[src/rtl/mul_shift_add.sv]
// Sequential shift-add multiplier: WIDTH x WIDTH -> 2*WIDTH, unsigned or two's complement.
// Works on magnitudes and applies the sign once at the end; can stop early when the multiplier runs out of set bits.
module mul_shift_add #(
  parameter int WIDTH      = 16,
  parameter bit EARLY_EXIT = 1'b1
) (
  input  logic                 clk,
  input  logic                 rst,
  input  logic                 start,
  input  logic                 signed_mode,
  input  logic [WIDTH-1:0]     a,
  input  logic [WIDTH-1:0]     b,
  output logic                 busy,
  output logic                 done,
  output logic [2*WIDTH-1:0]   product
);

  localparam int CW = $clog2(WIDTH + 1);

  typedef enum logic [1:0] {IDLE, RUN, FIX} state_t;

  state_t               state, state_nxt;
  logic [WIDTH-1:0]     mcand, mplier, mplier_sh;
  logic [WIDTH-1:0]     abs_a, abs_b;
  logic [CW-1:0]        cnt;
  logic [2*WIDTH-1:0]   acc, addend;
  logic                 neg, last;

  // -2^(WIDTH-1) negates to itself, which is the correct unsigned magnitude
  assign abs_a = (signed_mode & a[WIDTH-1]) ? (~a + 1'b1) : a;
  assign abs_b = (signed_mode & b[WIDTH-1]) ? (~b + 1'b1) : b;

  assign busy = (state != IDLE);

  always_comb begin
    mplier_sh = mplier >> 1;
    addend    = {{WIDTH{1'b0}}, mcand} << cnt;
    last      = (cnt == CW'(WIDTH - 1)) || (EARLY_EXIT && (mplier_sh == '0));
  end

  always_ff @(posedge clk or posedge rst) begin
    if (rst) state <= IDLE;
    else     state <= state_nxt;
  end

  always_comb begin
    state_nxt = state;
    case (state)
      IDLE:    if (start) state_nxt = RUN;
      RUN:     if (last)  state_nxt = FIX;
      FIX:     state_nxt = IDLE;
      default: state_nxt = IDLE;
    endcase
  end

  always_ff @(posedge clk or posedge rst) begin
    if (rst) begin
      mcand   <= '0;
      mplier  <= '0;
      cnt     <= '0;
      acc     <= '0;
      neg     <= 1'b0;
      done    <= 1'b0;
      product <= '0;
    end else begin
      done <= 1'b0;
      case (state)
        IDLE: if (start) begin
          mcand  <= abs_a;
          mplier <= abs_b;
          neg    <= signed_mode & (a[WIDTH-1] ^ b[WIDTH-1]);
          acc    <= '0;
          cnt    <= '0;
        end
        RUN: begin
          if (mplier[0]) acc <= acc + addend;
          mplier <= mplier_sh;
          cnt    <= cnt + 1'b1;
        end
        FIX: begin
          // a zero magnitude negates to zero, so neg needs no special case
          product <= neg ? (~acc + 1'b1) : acc;
          done    <= 1'b1;
        end
        default: ;
      endcase
    end
  end

endmodule

[config.mk]
export PLATFORM = sky130hd
export DESIGN_NAME = mul_shift_add
export DESIGN_NICKNAME = d
export VERILOG_FILES = /design/src/rtl/mul_shift_add.sv
export SDC_FILE = /design/constraint.sdc
export NUM_CORES = 1
export LEC_CHECK = 0
export BUFFER_PORTS_ARGS = -buffer_cell sky130_fd_sc_hd__buf_2
export CORE_ASPECT_RATIO = 2
export CORE_MARGIN = 4
export CORE_UTILIZATION = 61
export CTS_BUF_LIST = sky130_fd_sc_hd__clkbuf_16
export DETAILED_ROUTE_END_ITERATION = 8
export PLACE_DENSITY = 0.84
export SLEW_MARGIN = 25
export SYNTH_ARGS = -nofsm -noshare
export SYNTH_HDL_FRONTEND = slang
export SYNTH_SLANG_ARGS = --single-unit
export TNS_END_PERCENT = 20
[constraint.sdc]
create_clock -name clk -period 6.1 [get_ports clk]
set_clock_uncertainty 0.2 [all_clocks]
set_input_delay 0.305 -clock clk [delete_from_list [all_inputs] [get_ports clk]]
set_output_delay 0.305 -clock clk [all_outputs]
set_load 0.01 [all_outputs]
After elaboration in Yosys (flattened, before gate mapping)
Cells that the tools add are included.
- register bits: 105
- output and inout bits: 34
- logic and storage cells: 50
- input port bits: 36
- add/sub/neg operators: 5
- mux-type cells: 14
- bitwise operators: 7
- reduce and logical (&&, ||, !) cells: 9
- equality and inequality tests: 6
- shift-type cells: 1
- operators with widths (operator ; number):
    32-bit two-way mux ; 3
    32-bit case mux with 2 select lines ; 1
    16-bit two-way mux ; 3
    16-bit by 1-bit adder with 16-bit output (second input constant) ; 2
    32-bit by 1-bit adder with 32-bit output (second input constant) ; 1
    32-bit adder ; 1
    16-bit inverter ; 2
    32-bit inverter ; 1
    16-bit case mux with 2 select lines ; 1
    16-bit by 5-bit << shifter with 32-bit output ; 1
    16-bit logical NOT ; 1
    5-bit case mux with 2 select lines ; 1
    2-bit inequality test (second input constant) ; 3
    2-bit AND reduction ; 3
    5-bit by 1-bit adder with 5-bit output (second input constant) ; 1
    5-bit by 4-bit equality test with 1-bit output (second input constant) ; 1
    5-bit two-way mux ; 1
    2-bit two-way mux ; 2
    2-bit case mux with 2 select lines ; 1
    2-bit nonzero test ; 2
    1-bit AND ; 3
    3-bit AND reduction ; 1
    2-bit by 1-bit equality test with 1-bit output (second input constant) ; 1
    2-bit equality test (second input constant) ; 1
    4 further kinds ; 4

Depth between registers and ports, before layout
Gate-level depths: netlist of run 1.
- depth after elaboration: 5
- gate-level depth with buffers: 20
- mapped depth without buffers: 17

Worst setup path before layout of run 1
OpenSTA, ideal clock, no wires.
- kind: flip-flop to flip-flop
- from: register cnt[0]
- to: register acc[31]
- path slack: 1401 ps
- data required time: 5772 ps
- arrival time: 4371 ps
- stages on the path, launching flop included: 19
- clock period less this slack: 4699 ps
- buffers on the path: 4
- library setup time: 128 ps
- cells stage by stage: dfrtp_1 -> clkbuf_1 -> buf_1 -> clkbuf_1 -> mux2i_1 -> mux2i_1 -> mux2_2 -> o21ai_0 -> nor2_1 -> ha_1 -> clkbuf_1 -> nand3_1 -> a2111oi_0 -> a211oi_1 -> a2111oi_0 -> a211o_1 -> a311oi_1 -> mux2i_1 -> nand3_1
- cells in the longest elaborated chain, start to end: 4
- ends and longest elaborated chain (what ; line ; text):
    from (decl) ; 25 ; logic [CW-1:0] cnt;
    from (signal assigned) ; 78 ; cnt <= cnt + 1'b1;
    16-bit by 5-bit << shifter with 32-bit output ; 37 ; addend = {{WIDTH{1'b0}}, mcand} << cnt;
    32-bit adder ; 76 ; if (mplier[0]) acc <= acc + addend;
    32-bit two-way mux ; 76 ;
    32-bit case mux with 2 select lines ; 67 ; case (state)
    to (signal assigned) ; 76 ;
    to (decl) ; 26 ; logic [2*WIDTH-1:0] acc, addend;
No other way between the ends. The select of a mux whose other input is x is not followed.
A chain may end at the register's enable or synchronous reset.

Final worst setup path of run 1
Ends and elaborated chain as after synthesis.

==> results list, run 1 <==
- Buffer type at the clock tree root: sky130_fd_sc_hd__clkbuf_16
- The multi-input combinational cells in the finished layout cover a total of 4760 um2.
- For this run, the total global-route usage over all layers was measured as 0.266.
- Max-capacitance violation count: 0
* Count of buffer and inverter cells on the critical path: 1
- Count of port buffers added during placement: 69
* Hold Violations, Final: 0
* Total standard cell area after synthesis: slightly below 8000 um2
- PostCTS Resize Cnt: 0
* Final period demand of the worst path: between 4 and 5 ns
- Among cell families on the critical path, the largest total delay comes from compound AO/OA/AOI/OAI gates.
* TritonCTS clock tree: yes
- Hold slack: roughly 0.026 ns
- Setup total negative slack on the finished layout was measured at 0 ns.
- Of the total power, combinational logic draws 0.610.
- Post-CTS setup buffers: 0
- CP arrival: 5.02 ns
* Via count of the first global-routing pass: roughly 6600
- Buffers inserted to repair hold after CTS numbered 1.
- Async set or reset register ratio after synthesis: 1.00
- Total number of yosys warnings: 0
- The library cell used most frequently in the layout, excluding fill and tap cells, is sky130_fd_sc_hd__nand2_1.
- CTS clock-pin slew for the worst setup and hold paths: 0.07 ns
- In the final routed layout, each cell accounts on average for approximately 17 um.
- The final layout contains 1039 nets.
* Antenna-violating nets left: 0
- Die span in x: 87.5 um
- Sequential share of the synthesized area: 0.341
* Maximum single-stage delay on the critical path: 0.84 ns
- Buffers from clock root to sink, at most: 2
- Layout cells sized above 1: 0.123
* Result of the run: complete, no violations
* Required arrival time at the worst endpoint: 6.13 ns
- Across all setup checks in the final design, the least slack found is between 1 and 1.5 ns.
* Worst min-delay path class: in2reg
* Critical Path Most Common Cell: sky130_fd_sc_hd__o21ai_0
- Aggregate routed wire length: roughly 19 mm
- DRT Pass-1 Iters: 5
* Number of library cell types mapped by synthesis: 70
* Main synth FF type: sky130_fd_sc_hd__dfrtp_1
- Setup violations remaining at the end of the flow were counted as 0.
- Cell internal pwr: 0.00243 W
- Entering global routing, the biggest net connects 68 pins.
* HPWL after detailed placement: between 10 and 15 mm
* Placed inst area: 8090 um2
- Summed over all cells, the static leakage comes to approximately 3.8 nW.
- Global-route wire length before repair: 31.5 mm
- Of the total power, the share spent switching nets is 0.492.
- OpenSTA, run right after detailed placement, puts the worst setup slack at approximately 1.2 ns.
- Traced cell by cell, the critical path runs through buf_4, mux2_2, o21ai_0, o21ai_0, o21ai_0, nor2_1, ha_1, nand4_1, a2111oi_0, a211oi_1, a2111oi_0, a211o_1, a311oi_1, mux2i_1, nand3_1.
- After technology mapping, the gate count stands at 925.
- Area inside the core boundary: 12300 um2
* Initial DRC count: 404
- Filler Cells Inserted: 1054
* Number of primary I/O pins: 70
- Diode insertion count for antenna repair: 0
- Based on the critical path, the design can be clocked at up to 200 MHz.
- After global routing the overflow that remains totals 0.
* Growth of design area from synthesis to finish: 8.74%
- In this run, CTS created clock tree buffers numbering 9.
* Vias post-DR: 6881
- Setup repair after global routing missed its margin: no
- The top cell types in the final layout, fill and taps aside, are sky130_fd_sc_hd__nand2_1 (144), sky130_fd_sc_hd__o21ai_0 (128), sky130_fd_sc_hd__dfrtp_1 (104).
- For this design, the slowest cell found on the critical path is sky130_fd_sc_hd__a2111oi_0.
* Utilization after layout: 0.683
* Power density relative to cell area: around 570 nW/um2
- CTS saw 105 sinks.
- Counting flops and latches in the post-synthesis netlist gives between 100 and 150.
* Worst IR drop on VDD: between 0.0002 and 0.0003 V
* Post-route standard cell area excluding fillers: about 8400 um2
- Max Fanout on Critical Path: 14
- The number of antenna violations at the first check in global routing is 0.
- In the routed layout, each cell is associated on average with a via count of 6.16.
- Worst Max-Slew Pin Slew: 0.934 ns
* Total DRC errors in the routed layout: 0
* Critical path launch point type: flip-flop
- Part of the total power dissipated in the clock network: 0.112
- The share of total power dissipated in sequential elements is 0.278.
- Max-slew violation count: 0
- The floorplan has 57 rows.
* Rel. slew slack: 0.361
- The congestion estimate from routability-driven global placement came to 0.996.
- Reg-to-reg setup timing slack: 1.11 ns
- Die height: approximately 170 um
- CTS built an H-tree with a depth of 3.
- The analysis attributes to net switching a power of roughly 0.0024 W.
- Clock latency of the later-clocked register in the worst-skew pair: 0.35 ns
- Floorplan die area: roughly 15000 um2
- The initial utilization of the core area, before any placement, comes to 0.628.
- Mean cell area of the mapped netlist: 8.33 um2
* Share of the cycle needed by the critical path after routing: 0.818
- Net count after synthesis: ~1000
* Register Area: 2630 um2
- Endpoint class of the critical path: flip-flop
- The worst setup path is of the reg2reg kind.
- Number of enable flip-flop cells after synthesis: 0
sequential cells by signal, summed over array words and instances, names as in the netlist:
| register | flops |
|---|---|
| acc | 32 |
| product | 32 |
| mcand | 16 |
| mplier | 16 |
| cnt | 5 |
| state | 2 |
| done | 1 |
| neg | 1 |
layout make-up:
cell class              count  share of cell area
well taps                 147              0.0220
clock buffers               9              0.0269
inverters                  30              0.0137
repair buffers             78              0.0496
flip-flops and latches    105               0.314
clock inverters             6             0.00553
multi-input cells         742               0.568
metal layers:
metal | vias to the layer above | part of all wire | GRT usage
met4 | 0 | 0.052 | 0.140
met5 | - | 0 | 0
met3 | 65 | 0.031 | 0.0252
li1 | 3414 | - | -
met2 | 191 | 0.55 | 0.495
met1 | 3211 | 0.37 | 0.283
worst paths after layout:
kind                        startpoint          end  cells past startpoint
setup / recovery                cnt[0]      acc[31]                     15
hold / removal                   b[15]   mplier[15]                      3
setup reg to reg                cnt[0]      acc[31]                     15
hold reg to reg            product[23]  product[23]                      2
max in group asynchronous          rst          neg                      4
min in group asynchronous          rst   product[0]                      3
logic make-up after synthesis:
group	after synthesis	share of synthesized area
flops	105	0.341
compound gates	279	0.222
simple gates	305	0.183
buf+inv	78	0.0414
fa+ha+maj	37	0.0611
mux	39	0.0583
xor+xnor	82	0.0932
worst register-to-register path: stages (launching register included):
cell                        delay, ns
sky130_fd_sc_hd__dfrtp_1         0.75
sky130_fd_sc_hd__buf_4           0.26
sky130_fd_sc_hd__mux2_2          0.33
sky130_fd_sc_hd__o21ai_0         0.21
sky130_fd_sc_hd__o21ai_0         0.15
sky130_fd_sc_hd__o21ai_0         0.24
sky130_fd_sc_hd__nor2_1          0.07
sky130_fd_sc_hd__ha_1            0.41
sky130_fd_sc_hd__nand4_1         0.12
sky130_fd_sc_hd__a2111oi_0       0.84
sky130_fd_sc_hd__a211oi_1        0.23
sky130_fd_sc_hd__a2111oi_0       0.50
sky130_fd_sc_hd__a211o_1         0.21
sky130_fd_sc_hd__a311oi_1        0.11
sky130_fd_sc_hd__mux2i_1         0.16
sky130_fd_sc_hd__nand3_1         0.09
metrics by stage:
stage	cells	power (W)
after floorplan	925	0.00348
after global placement	1101	0.00414
after detailed placement	1101	0.00421
after CTS	1117	0.00476
after global routing	1117	0.00522
final	1117	0.00479
cell usage after synthesis, types with 4 or more instances:
master                       n  area share
sky130_fd_sc_hd__nand2_1   144       0.070
sky130_fd_sc_hd__o21ai_0   128       0.083
sky130_fd_sc_hd__dfrtp_1   105        0.34
sky130_fd_sc_hd__nor2_1     58       0.028
sky130_fd_sc_hd__xor2_1     43       0.049
sky130_fd_sc_hd__clkbuf_1   42       0.020
sky130_fd_sc_hd__xnor2_1    39       0.044
sky130_fd_sc_hd__a21oi_1    36       0.023
sky130_fd_sc_hd__ha_1       36       0.058
sky130_fd_sc_hd__mux2i_1    28       0.036
sky130_fd_sc_hd__inv_1      27       0.013
sky130_fd_sc_hd__nand3_1    18       0.012
sky130_fd_sc_hd__a22oi_1    15       0.015
sky130_fd_sc_hd__nor3_1     15      0.0097
sky130_fd_sc_hd__a31oi_1    13       0.011
sky130_fd_sc_hd__o31ai_1    13       0.013
sky130_fd_sc_hd__a21o_1     12       0.012
sky130_fd_sc_hd__nor4_1     12      0.0097
sky130_fd_sc_hd__nand2b_1    9      0.0073
sky130_fd_sc_hd__o22ai_1     9      0.0073
sky130_fd_sc_hd__and2_1      8      0.0065
sky130_fd_sc_hd__mux2_2      7       0.010
sky130_fd_sc_hd__or3_1       7      0.0057
sky130_fd_sc_hd__a211oi_1    6      0.0058
sky130_fd_sc_hd__nand4_1     6      0.0049
sky130_fd_sc_hd__nor2b_1     5      0.0041
sky130_fd_sc_hd__o41ai_1     5      0.0057
sky130_fd_sc_hd__and4_1      4      0.0045
sky130_fd_sc_hd__mux4_2      4       0.012
sky130_fd_sc_hd__o211ai_1    4      0.0039
sky130_fd_sc_hd__o21a_1      4      0.0039
sky130_fd_sc_hd__o21bai_1    4      0.0039
power by group through the flow:
stage | registers [W] | clock network [W] | logic, W
floorplan | 0.00121 | 0 | 0.00227
global placement | 0.00133 | 0 | 0.00281
detailed placement | 0.00134 | 0 | 0.00286
CTS | 0.00133 | 0.000542 | 0.00289
global route | 0.00138 | 0.000571 | 0.00326
finish | 0.00133 | 0.000538 | 0.00292
No activity file was read; power rests on OpenSTA's default activity.
==> inputs of run 2 (changes only) <==
--- a/config.mk
+++ b/config.mk
@@ -5,10 +5,11 @@
 export SDC_FILE = /design/constraint.sdc
 export NUM_CORES = 1
 export LEC_CHECK = 0
+export ABC_AREA = 1
 export BUFFER_PORTS_ARGS = -buffer_cell sky130_fd_sc_hd__buf_2
 export CORE_ASPECT_RATIO = 2
 export CORE_MARGIN = 4
-export CORE_UTILIZATION = 61
+export CORE_UTILIZATION = 62
 export CTS_BUF_LIST = sky130_fd_sc_hd__clkbuf_16
 export DETAILED_ROUTE_END_ITERATION = 8
 export PLACE_DENSITY = 0.84
==> constraint.sdc (replaced) <==
create_clock -name clk -period 4.9 [get_ports clk]
set_clock_uncertainty 0.2 [all_clocks]
set_input_delay 0.245 -clock clk [delete_from_list [all_inputs] [get_ports clk]]
set_output_delay 0.245 -clock clk [all_outputs]
set_load 0.01 [all_outputs]
==> run 2 against run 1 <==
Against the previous run: the flow now finishes with violations (negative hold slack); global-route usage rose by 5.6 points; sequential cell count did not move; power rose by 37%; critical path depth rose by 2; largest cell class unchanged; fmax rose by 26%; worst hold slack got worse by 0.029 ns; final area rose by 9.9%; via count rose by 28%; synthesized cell count rose by 41%; combinational power rose by 48%; synthesized area rose by 10%; wire length rose by 32%.
==> results list, run 2 <==
- HPWL after detailed placement: 20.1 mm (was 14.6 mm)
* Max-capacitance violation count: 0 (unchanged)
* Total standard cell area after synthesis: 8480 um2 (was 7700 um2)
* Required arrival time at the worst endpoint: 4.94 ns (was 6.13 ns)
* PostCTS Resize Cnt: 0 (unchanged)
* Number of enable flip-flop cells after synthesis: 0 (unchanged)
* Number of setup violations in the final report: 0 (unchanged)
* Diode insertion count for antenna repair: 0 (unchanged)
* Antenna-violating nets left: 0 (unchanged)
* Die height: 173 um (was 167 um)
- Cell internal pwr: 0.00293 W (was 0.00243 W)
* Start-to-end type of the worst setup path: reg2reg (unchanged)
* Aggregate routed wire length: 24.7 mm (was 18.7 mm)
* Dominant cell type by area after synthesis: sky130_fd_sc_hd__dfrtp_1 (unchanged)
- Critical path launch point type: flip-flop (unchanged)
- Rel. slew slack: 0.423 (was 0.361)
- Setup repair after global routing missed its margin: no (unchanged).
- The capturing instance or port of the critical path is acc[27] (was acc[31]).
- Via count of the first global-routing pass: 8634 (was 6648)
- The synthesis-to-finish area growth was 8.60% (was 8.74%).
* Global-route wire length before repair: 40.7 mm (was 31.5 mm)
* Clock latency of the later-clocked register in the worst-skew pair: 0.36 ns (was 0.35 ns)
* Filler Cells Inserted: 1243 (was 1054)
* Total instance count after detailed placement: 1497 (was 1101)
* Global routing usage summed across all routing layers: 0.322 (was 0.266)
- Drt via density: 5.80 (was 6.16)
- The startpoint of the most critical hold path is b[14] (was b[15]).
* Floorplan die area: 15700 um2 (was 14600 um2)
* Max Fanout on Critical Path: 19 (was 14)
* Net count after synthesis: 1377 (was 998)
- Initial DRC count: 444 (was 404)
* Sw Pwr: 0.00362 W (was 0.00236 W)
- The max-slew violation count was 0 (unchanged).
- Biggest regs: acc (32), product (32) (unchanged)
* Multi-input combinational cell area: 5100 um2 (was 4760 um2)
* Buffer type at the clock tree root: sky130_fd_sc_hd__clkbuf_16 (unchanged)
* DRT Pass-1 Iters: 5 (unchanged)
* Number of primary I/O pins: 70 (unchanged)
* Yosys top cell area share: 0.310 (was 0.341)
- The area of the core came to 13400 um2 (was 12300 um2).
- The data arrival at the endpoint of the critical path is 4.01 ns (was 5.02 ns).
- The number of instances in the synthesized netlist came to 1304 (was 925).
- H-tree depth: 3 (unchanged)
- Main synth FF type: sky130_fd_sc_hd__dfrtp_1 (unchanged)
- Mean cell area of the mapped netlist: 6.50 um2 (was 8.33 um2)
- The width of the die came to 90.7 um (was 87.5 um).
- The row count is 60 (was 57).
- Vias post-DR: 8799 (was 6881)
- Total number of nets in the final design: 1431 (was 1039)
* Most frequent cells in the layout: sky130_fd_sc_hd__nand2_1 (416), sky130_fd_sc_hd__inv_1 (136), sky130_fd_sc_hd__nor2_1 (129) (was sky130_fd_sc_hd__nand2_1 (144), sky130_fd_sc_hd__o21ai_0 (128), sky130_fd_sc_hd__dfrtp_1 (104))
- The CTS sink count came to 105 (unchanged).
- Endpoint class of the critical path: flip-flop (unchanged)
- Worst R2R Start: cnt[0] (unchanged)
* Total congestion overflow after global routing: 0 (unchanged)
- Violated checks: negative hold slack
* Power density relative to cell area: 711 nW/um2 (was 572 nW/um2)
* Setup TNS after final layout: 0 ns (unchanged)
- The class of the worst hold path was in2reg (unchanged).
- Share of the cycle needed by the critical path after routing: 0.811 (was 0.818)
- The number of port buffers came to 69 (unchanged).
- R2R depth: 17 (was 15)
- The proportion of synthesized chip area in sequential cells was 0.310 (was 0.341).
- The setup slack of the worst register-to-register path is 0.93 ns (was 1.11 ns).
- The post-synthesis cell type count is 54 (was 70).
- CTS clock-pin slew for the worst setup and hold paths: 0.08 ns (was 0.07 ns)
- The mean routed wirelength per cell is 16.3 um (was 16.7 um).
* Launching instance or port of the critical path: cnt[0] (unchanged)
* Part of the total power dissipated in the clock network: 0.106 (was 0.112)
* Most repeated cell in the gate-level netlist after synthesis: sky130_fd_sc_hd__nand2_1 (unchanged)
- The transition time of the tightest slew-check pin is 0.866 ns (was 0.934 ns).
- The number of DRC violations after detailed routing is 0 (unchanged).
* Register Area: 2630 um2 (about the same)
- The most common library cell in the layout ignoring fill and taps is sky130_fd_sc_hd__nand2_1 (unchanged).
- Most instantiated cells after synthesis: sky130_fd_sc_hd__nand2_1 (416), sky130_fd_sc_hd__inv_1 (137), sky130_fd_sc_hd__nor2_1 (129) (was sky130_fd_sc_hd__nand2_1 (144), sky130_fd_sc_hd__o21ai_0 (128), sky130_fd_sc_hd__dfrtp_1 (105))
- Final period demand of the worst path: 3.97 ns (was 4.99 ns)
- Area contributors post-synth: sky130_fd_sc_hd__dfrtp_1 (31%), sky130_fd_sc_hd__nand2_1 (18%), sky130_fd_sc_hd__nand3_1 (6.4%) (was sky130_fd_sc_hd__dfrtp_1 (34%), sky130_fd_sc_hd__o21ai_0 (8.3%), sky130_fd_sc_hd__nand2_1 (7.0%))
- The final-report hold violation count is 1 (was 0).
* Combinational fraction of design power: 0.660 (was 0.610)
- The highest clock rate is 252 MHz (was 200 MHz).
- The endpoint of the lowest-slack register-to-register path is acc[27] (was acc[31]).
- The share of async-settable or async-resettable flops after synthesis is 1.00 (unchanged).
* TritonCTS clock tree: yes (unchanged)
- The maximum count of clock buffers along a single path came to 2 (unchanged).
- The initial cell density of the core came to 0.631 (was 0.628).
- Layout cells sized above 1: 0.0888 (was 0.123)
* Hold slack: -0.00313 ns (was 0.0255 ns)
- The static leakage came to 4.86 nW (was 3.80 nW).
- The number of antenna violations at the first check in global routing was 0 (unchanged).
- Gpl congestion: 1.02 (was 0.996)
* Worst IR drop on VDD: 0.000330 V (was 0.000291 V)
* Total number of yosys warnings: 0 (unchanged)
- The number of clock buffers inserted by TritonCTS was 9 (unchanged).
- Pin count of the biggest net entering global routing: 70 (was 68)
- The relative contribution of sequential cells to total power came to 0.234 (was 0.278).
- The switching power as a share of total power was 0.552 (was 0.492).
* FF+latch count, synth: 105 (unchanged)
- Result of the run: finished with violations (was complete, no violations)
- Final std cells w/o fill: 1518 (was 1117)
[run 2: cell types whose count changed after synthesis, sizes merged, moves of 14 or more]
cell / delta
mux2i: -27
o21ai: -14
xnor2: -34
nand2: +276
xor2: -15
nand3: +96
inv: +111
clkbuf: -23
nor2: +77
buf: +15
[run 2: cell families (layout without fill, tap and decap cells)]
family | count (synthesis) | in the layout | synth area share
compound gates | 230 | 230 | 0.155
xor+xnor | 33 | 33 | 0.0341
fa+ha+maj | 37 | 37 | 0.0555
buf+inv | 183 | 242 | 0.0885
flops | 105 | 105 | 0.310
mux | 1 | 1 | 0.00118
simple gates | 715 | 715 | 0.356
[run 2: stage by stage]
step	util	hold WS, ns	worst slack, ns	power (W)	area (um2)
2_1_floorplan	-	0.189	1.69	0.00466	8480
3_3_place_gp	0.661	0.256	1.13	0.00572	8880
3_5_place_dp	0.661	0.260	1.07	0.00579	8880
4_1_cts	0.685	0.000925	1.06	0.00649	9210
5_1_grt	0.685	0.0278	0.678	0.00718	9210
6_report	0.685	-0.00313	0.928	0.00655	9210
[run 2: layout make-up]
cell class,instances,area share
Inverter,143,0.0591
Sequential cell,105,0.285
Multi-Input combinational cell,1016,0.554
Timing Repair Buffer,83,0.0503
Tap cell,155,0.0211
Clock inverter,7,0.00584
Clock buffer,9,0.0245
[run 2: routing by layer]
layer | part of all wire | routed length (um) | global-route usage
met5 | 0 | 0 | 0
met1 | 0.35 | 8770 | 0.320
met4 | 0.076 | 1880 | 0.235
met2 | 0.53 | 13200 | 0.604
met3 | 0.036 | 882 | 0.0339
[run 2: worst min-delay path by stage]
| stage | end | slack [ns] | cells past startpoint |
|---|---|---|---|
| floorplan | mplier[15] | 0.19 | 2 |
| global placement | product[20] | 0.26 | 2 |
| detailed placement | product[24] | 0.26 | 2 |
| CTS | mcand[10] | 0.0009 | 3 |
| global route | mcand[10] | 0.03 | 3 |
| finish | mplier[14] | -0.003 | 3 |
[run 2: power groups by stage]
stage	registers [W]	logic, W	clock network, W
4_1_cts	0.00153	0.00426	0.000702
6_report	0.00153	0.00432	0.000697
3_3_place_gp	0.00153	0.00419	0
3_5_place_dp	0.00154	0.00424	0
2_1_floorplan	0.00145	0.00321	0
5_1_grt	0.00159	0.00486	0.000738
[run 2: worst max-delay path: stages (launching register included)]
cell,delay [ns]
sky130_fd_sc_hd__dfrtp_1,0.76
sky130_fd_sc_hd__inv_6,0.15
sky130_fd_sc_hd__nand2_1,0.10
sky130_fd_sc_hd__nand2_1,0.06
sky130_fd_sc_hd__nand2_1,0.05
sky130_fd_sc_hd__o21ai_0,0.11
sky130_fd_sc_hd__o21ai_0,0.50
sky130_fd_sc_hd__nand2_1,0.09
sky130_fd_sc_hd__o21ai_1,0.13
sky130_fd_sc_hd__nor2_1,0.07
sky130_fd_sc_hd__ha_1,0.38
sky130_fd_sc_hd__nand2_1,0.13
sky130_fd_sc_hd__nor2_1,0.14
sky130_fd_sc_hd__inv_1,0.12
sky130_fd_sc_hd__nor3_1,0.35
sky130_fd_sc_hd__nand3_1,0.16
sky130_fd_sc_hd__a21oi_1,0.22
sky130_fd_sc_hd__o21ai_0,0.11
[run 2: timing repair]
item / in CTS / in global routing
hold endpoints to repair: 73 / 0
hold buffers: 5 / 0
buffers inserted: 0 / 0
==> inputs of run 3 (changes only) <==
--- a/config.mk
+++ b/config.mk
@@ -9,10 +9,10 @@
 export BUFFER_PORTS_ARGS = -buffer_cell sky130_fd_sc_hd__buf_2
 export CORE_ASPECT_RATIO = 2
 export CORE_MARGIN = 4
-export CORE_UTILIZATION = 62
+export CORE_UTILIZATION = 56
 export CTS_BUF_LIST = sky130_fd_sc_hd__clkbuf_16
 export DETAILED_ROUTE_END_ITERATION = 8
-export PLACE_DENSITY = 0.84
+export PLACE_DENSITY = 0.8
 export SLEW_MARGIN = 25
 export SYNTH_ARGS = -nofsm -noshare
 export SYNTH_HDL_FRONTEND = slang
==> constraint.sdc (replaced) <==
create_clock -name clk -period 3.6 [get_ports clk]
set_clock_uncertainty 0.2 [all_clocks]
set_input_delay 0.18 -clock clk [delete_from_list [all_inputs] [get_ports clk]]
set_output_delay 0.18 -clock clk [all_outputs]
set_load 0.01 [all_outputs]
==> run 3 against run 2 <==
Against the previous run: the flow now finishes without violations; utilization decreased by 1.8 points; sequential cell count did not move; sequential share of layout area down 1.9 points; first-iteration DRC count rose by 9.5%; worst hold slack improved by 0.016 ns; non-clock buffer count up 71.
==> results list, run 3 (synthesis results as in run 2) <==
- The fraction of layout cells with a size suffix above 1 was 0.121 (was 0.0888).
* Gpl congestion: 1.14 (was 1.02)
- Cell internal pwr: 0.00444 W (was 0.00293 W)
* Critical-path top delay cell: sky130_fd_sc_hd__dfrtp_2 (was sky130_fd_sc_hd__dfrtp_1)
- Utilization after layout: 0.667 (was 0.685)
- Growth of design area from synthesis to finish: 16.6% (was 8.60%)
* Via count of the first global-routing pass: 9035 (was 8634)
- Max-capacitance violation count: 0 (unchanged)
- The clock insertion delay at the later pin of the skew report came to 0.36 ns (about the same).
* HPWL after detailed placement: 21.0 mm (was 20.1 mm)
- Final std cells w/o fill: 1629 (was 1518)
- The number of iterations in the first detailed-routing pass is 7 (was 5).
- Sinks on Clock Net: 105 (unchanged)
- The kind of start point of the critical path is a flip-flop (unchanged).
- The buffer type at the clock tree root is sky130_fd_sc_hd__clkbuf_16 (unchanged).
- The number of clock buffers inserted by TritonCTS is 9 (unchanged).
- The initial cell density of the core was 0.572 (was 0.631).
- Final period demand of the worst path: 3.40 ns (was 3.97 ns)
* Pin count of the biggest net entering global routing: 79 (was 70)
- Global-route wire length before repair: 42.6 mm (was 40.7 mm)
- Max Fanout on Critical Path: 7 (was 19)
- Post-Place Setup Slack: 0.0974 ns (was 1.07 ns)
* Hold Violations, Final: 0 (was 1)
- The final clock period utilization by the worst path came to 0.944 (was 0.811).
* Most frequent cells in the layout: sky130_fd_sc_hd__nand2_1 (413), sky130_fd_sc_hd__inv_1 (136), sky130_fd_sc_hd__nor2_1 (127) (was sky130_fd_sc_hd__nand2_1 (416), sky130_fd_sc_hd__inv_1 (136), sky130_fd_sc_hd__nor2_1 (129))
- Worst Max-Slew Pin Slew: 0.681 ns (was 0.866 ns)
* Biggest regs: acc (32), product (32) (unchanged)
- Count of buffer and inverter cells on the critical path: 3 (was 2)
* H-tree depth: 3 (unchanged)
- Most common cell after layout, fill and taps aside: sky130_fd_sc_hd__nand2_1 (unchanged)
- The setup slack of the worst register-to-register path was 0.20 ns (was 0.93 ns).
- Global routing usage summed across all routing layers: 0.316 (was 0.322)
- The final setup slack of the worst path is 0.202 ns (was 0.928 ns).
- Reg power frac: 0.215 (was 0.234)
* Setup repair after global routing missed its margin: yes (was no)
- The number of port buffers came to 69 (unchanged).
* TritonCTS clock tree: yes (unchanged)
* Number of primary I/O pins: 70 (unchanged)
- Top cell family by delay on the critical path: simple AND/OR/NAND/NOR gates (unchanged)
- Floorplan die area: 17300 um2 (was 15700 um2)
* Vias post-DR: 9059 (was 8799)
* Diode insertion count for antenna repair: 0 (unchanged)
- Buffers from clock root to sink, at most: 2 (unchanged)
- The maximum ir drop on the vdd rail was 0.000460 V (was 0.000330 V).
* Average wire length per cell after detail routing: 16.1 um (was 16.3 um)
- The vertical die dimension is 182 um (was 173 um).
- The sort of element at the end of the critical path was a flip-flop (unchanged).
- Cell leakage power: 5.17 nW (was 4.86 nW)
* Switching share of power: 0.537 (was 0.552)
* Aggregate routed wire length: 26.2 mm (was 24.7 mm)
- Overall power: 0.00958 W (was 0.00655 W)
* Total instance count after detailed placement: 1578 (was 1497)
- Antenna violations before repair: 0 (unchanged)
- Required arrival time at the worst endpoint: 3.65 ns (was 4.94 ns)
- Series of cell instances along the critical path: buf_2, nand2_1, nand3_1, nand2_1, nor2_1, a31oi_1, buf_4, o221ai_1, ha_1, nand2_1, nor2_1, inv_1, nor4_1, nand2_1, nand3_1, nand2_1, nand3_1, nand2_1 (was inv_6, nand2_1, nand2_1, nand2_1, o21ai_0, o21ai_0, nand2_1, o21ai_1, nor2_1, ha_1, nand2_1, nor2_1, inv_1, nor3_1, nand3_1, a21oi_1, o21ai_0).
- Start-to-end type of the worst setup path: reg2reg (unchanged)
- The width of the die was 95.0 um (was 90.7 um).
- Combinational fraction of design power: 0.688 (was 0.660)
* Maximum clock frequency: 294 MHz (was 252 MHz)
- Result of the run: complete, no violations (was finished with violations)
- CTS clock-pin slew for the worst setup and hold paths: 0.07 ns (was 0.08 ns)
* Number of setup violations in the final report: 0 (unchanged)
- Part of the total power dissipated in the clock network: 0.097 (was 0.106)
- Critical Path Most Common Cell: sky130_fd_sc_hd__nand2_1 (unchanged)
- Power density relative to cell area: 969 nW/um2 (was 711 nW/um2)
* Drt via density: 5.56 (was 5.80)
- Initial DRC count: 486 (was 444)
- The class of the worst hold path is in2reg (unchanged).
- The data arrival at the endpoint of the critical path came to 3.44 ns (was 4.01 ns).
- Rel. slew slack: 0.546 (was 0.423)
* Total congestion overflow after global routing: 0 (unchanged)
- Total DRC errors in the routed layout: 0 (unchanged)
* Maximum single-stage delay on the critical path: 0.47 ns (was 0.76 ns)
* Total number of nets in the final design: 1502 (was 1431)
* Max-slew violation count: 0 (unchanged)
* Setup TNS after final layout: 0 ns (unchanged)
* Antenna-violating nets left: 0 (unchanged)
* Sw Pwr: 0.00514 W (was 0.00362 W)
- The area of the core is 14800 um2 (was 13400 um2).
* Placement row count: 63 (was 60)
==> run 3: cell type report <==
cell class	instances	area, um2
timing repair buffer	154	1070
sequential	105	2630
multi-input combinational	1016	5130
tap	195	244
clock buffer	9	225
inverter	143	547
fill	1415	4930
clock inverter	7	45.0
==> run 3: worst paths after layout <==
check | start | end | cells after the start
setup / recovery | cnt[0] | acc[26] | 18
hold / removal | b[1] | mplier[1] | 5
setup reg to reg | cnt[0] | acc[26] | 18
hold reg to reg | product[24] | product[24] | 2
max in group asynchronous | rst | acc[21] | 4
min in group asynchronous | rst | mcand[2] | 3
==> run 3: tightest hold or removal path: cells and delay by family <==
family | cells | cell delay (ns)
AND/OR/NAND/NOR | 2 | 0.13
buffers and inverters | 2 | 0.12
AO/OA/AOI/OAI | 1 | 0.09
==> run 3: power by group through the flow <==
stage          combinational, W  sequential (W)  clock (W)
6_report                0.00660         0.00206   0.000928
5_1_grt                 0.00737         0.00212   0.000978
4_1_cts                 0.00640         0.00206   0.000940
3_5_place_dp            0.00636         0.00208          0
3_3_place_gp            0.00631         0.00206          0
2_1_floorplan           0.00437         0.00197          0
==> run 3: per-stage QoR <==
step,hold slack [ns],area (um2)
floorplan,0.124,8480
global placement,0.239,9250
detailed placement,0.254,9250
CTS,0.00813,9830
global route,0.0492,9890
finish,0.0124,9890
==> run 3: per-layer routing <==
metal  part of all wire  track usage
met3              0.032       0.0336
met1               0.35        0.301
met5                  0            0
met2               0.54        0.591
met4              0.082        0.237
==> run 3: repair_timing <==
action / 4_1_cts / 5_1_grt
setup buffers: 0 / 4
hold endpoints to repair: 105 / 0
gates resized for setup: 0 / 11
endpoints found under the setup margin: 0 / 20
hold buffers: 31 / 0
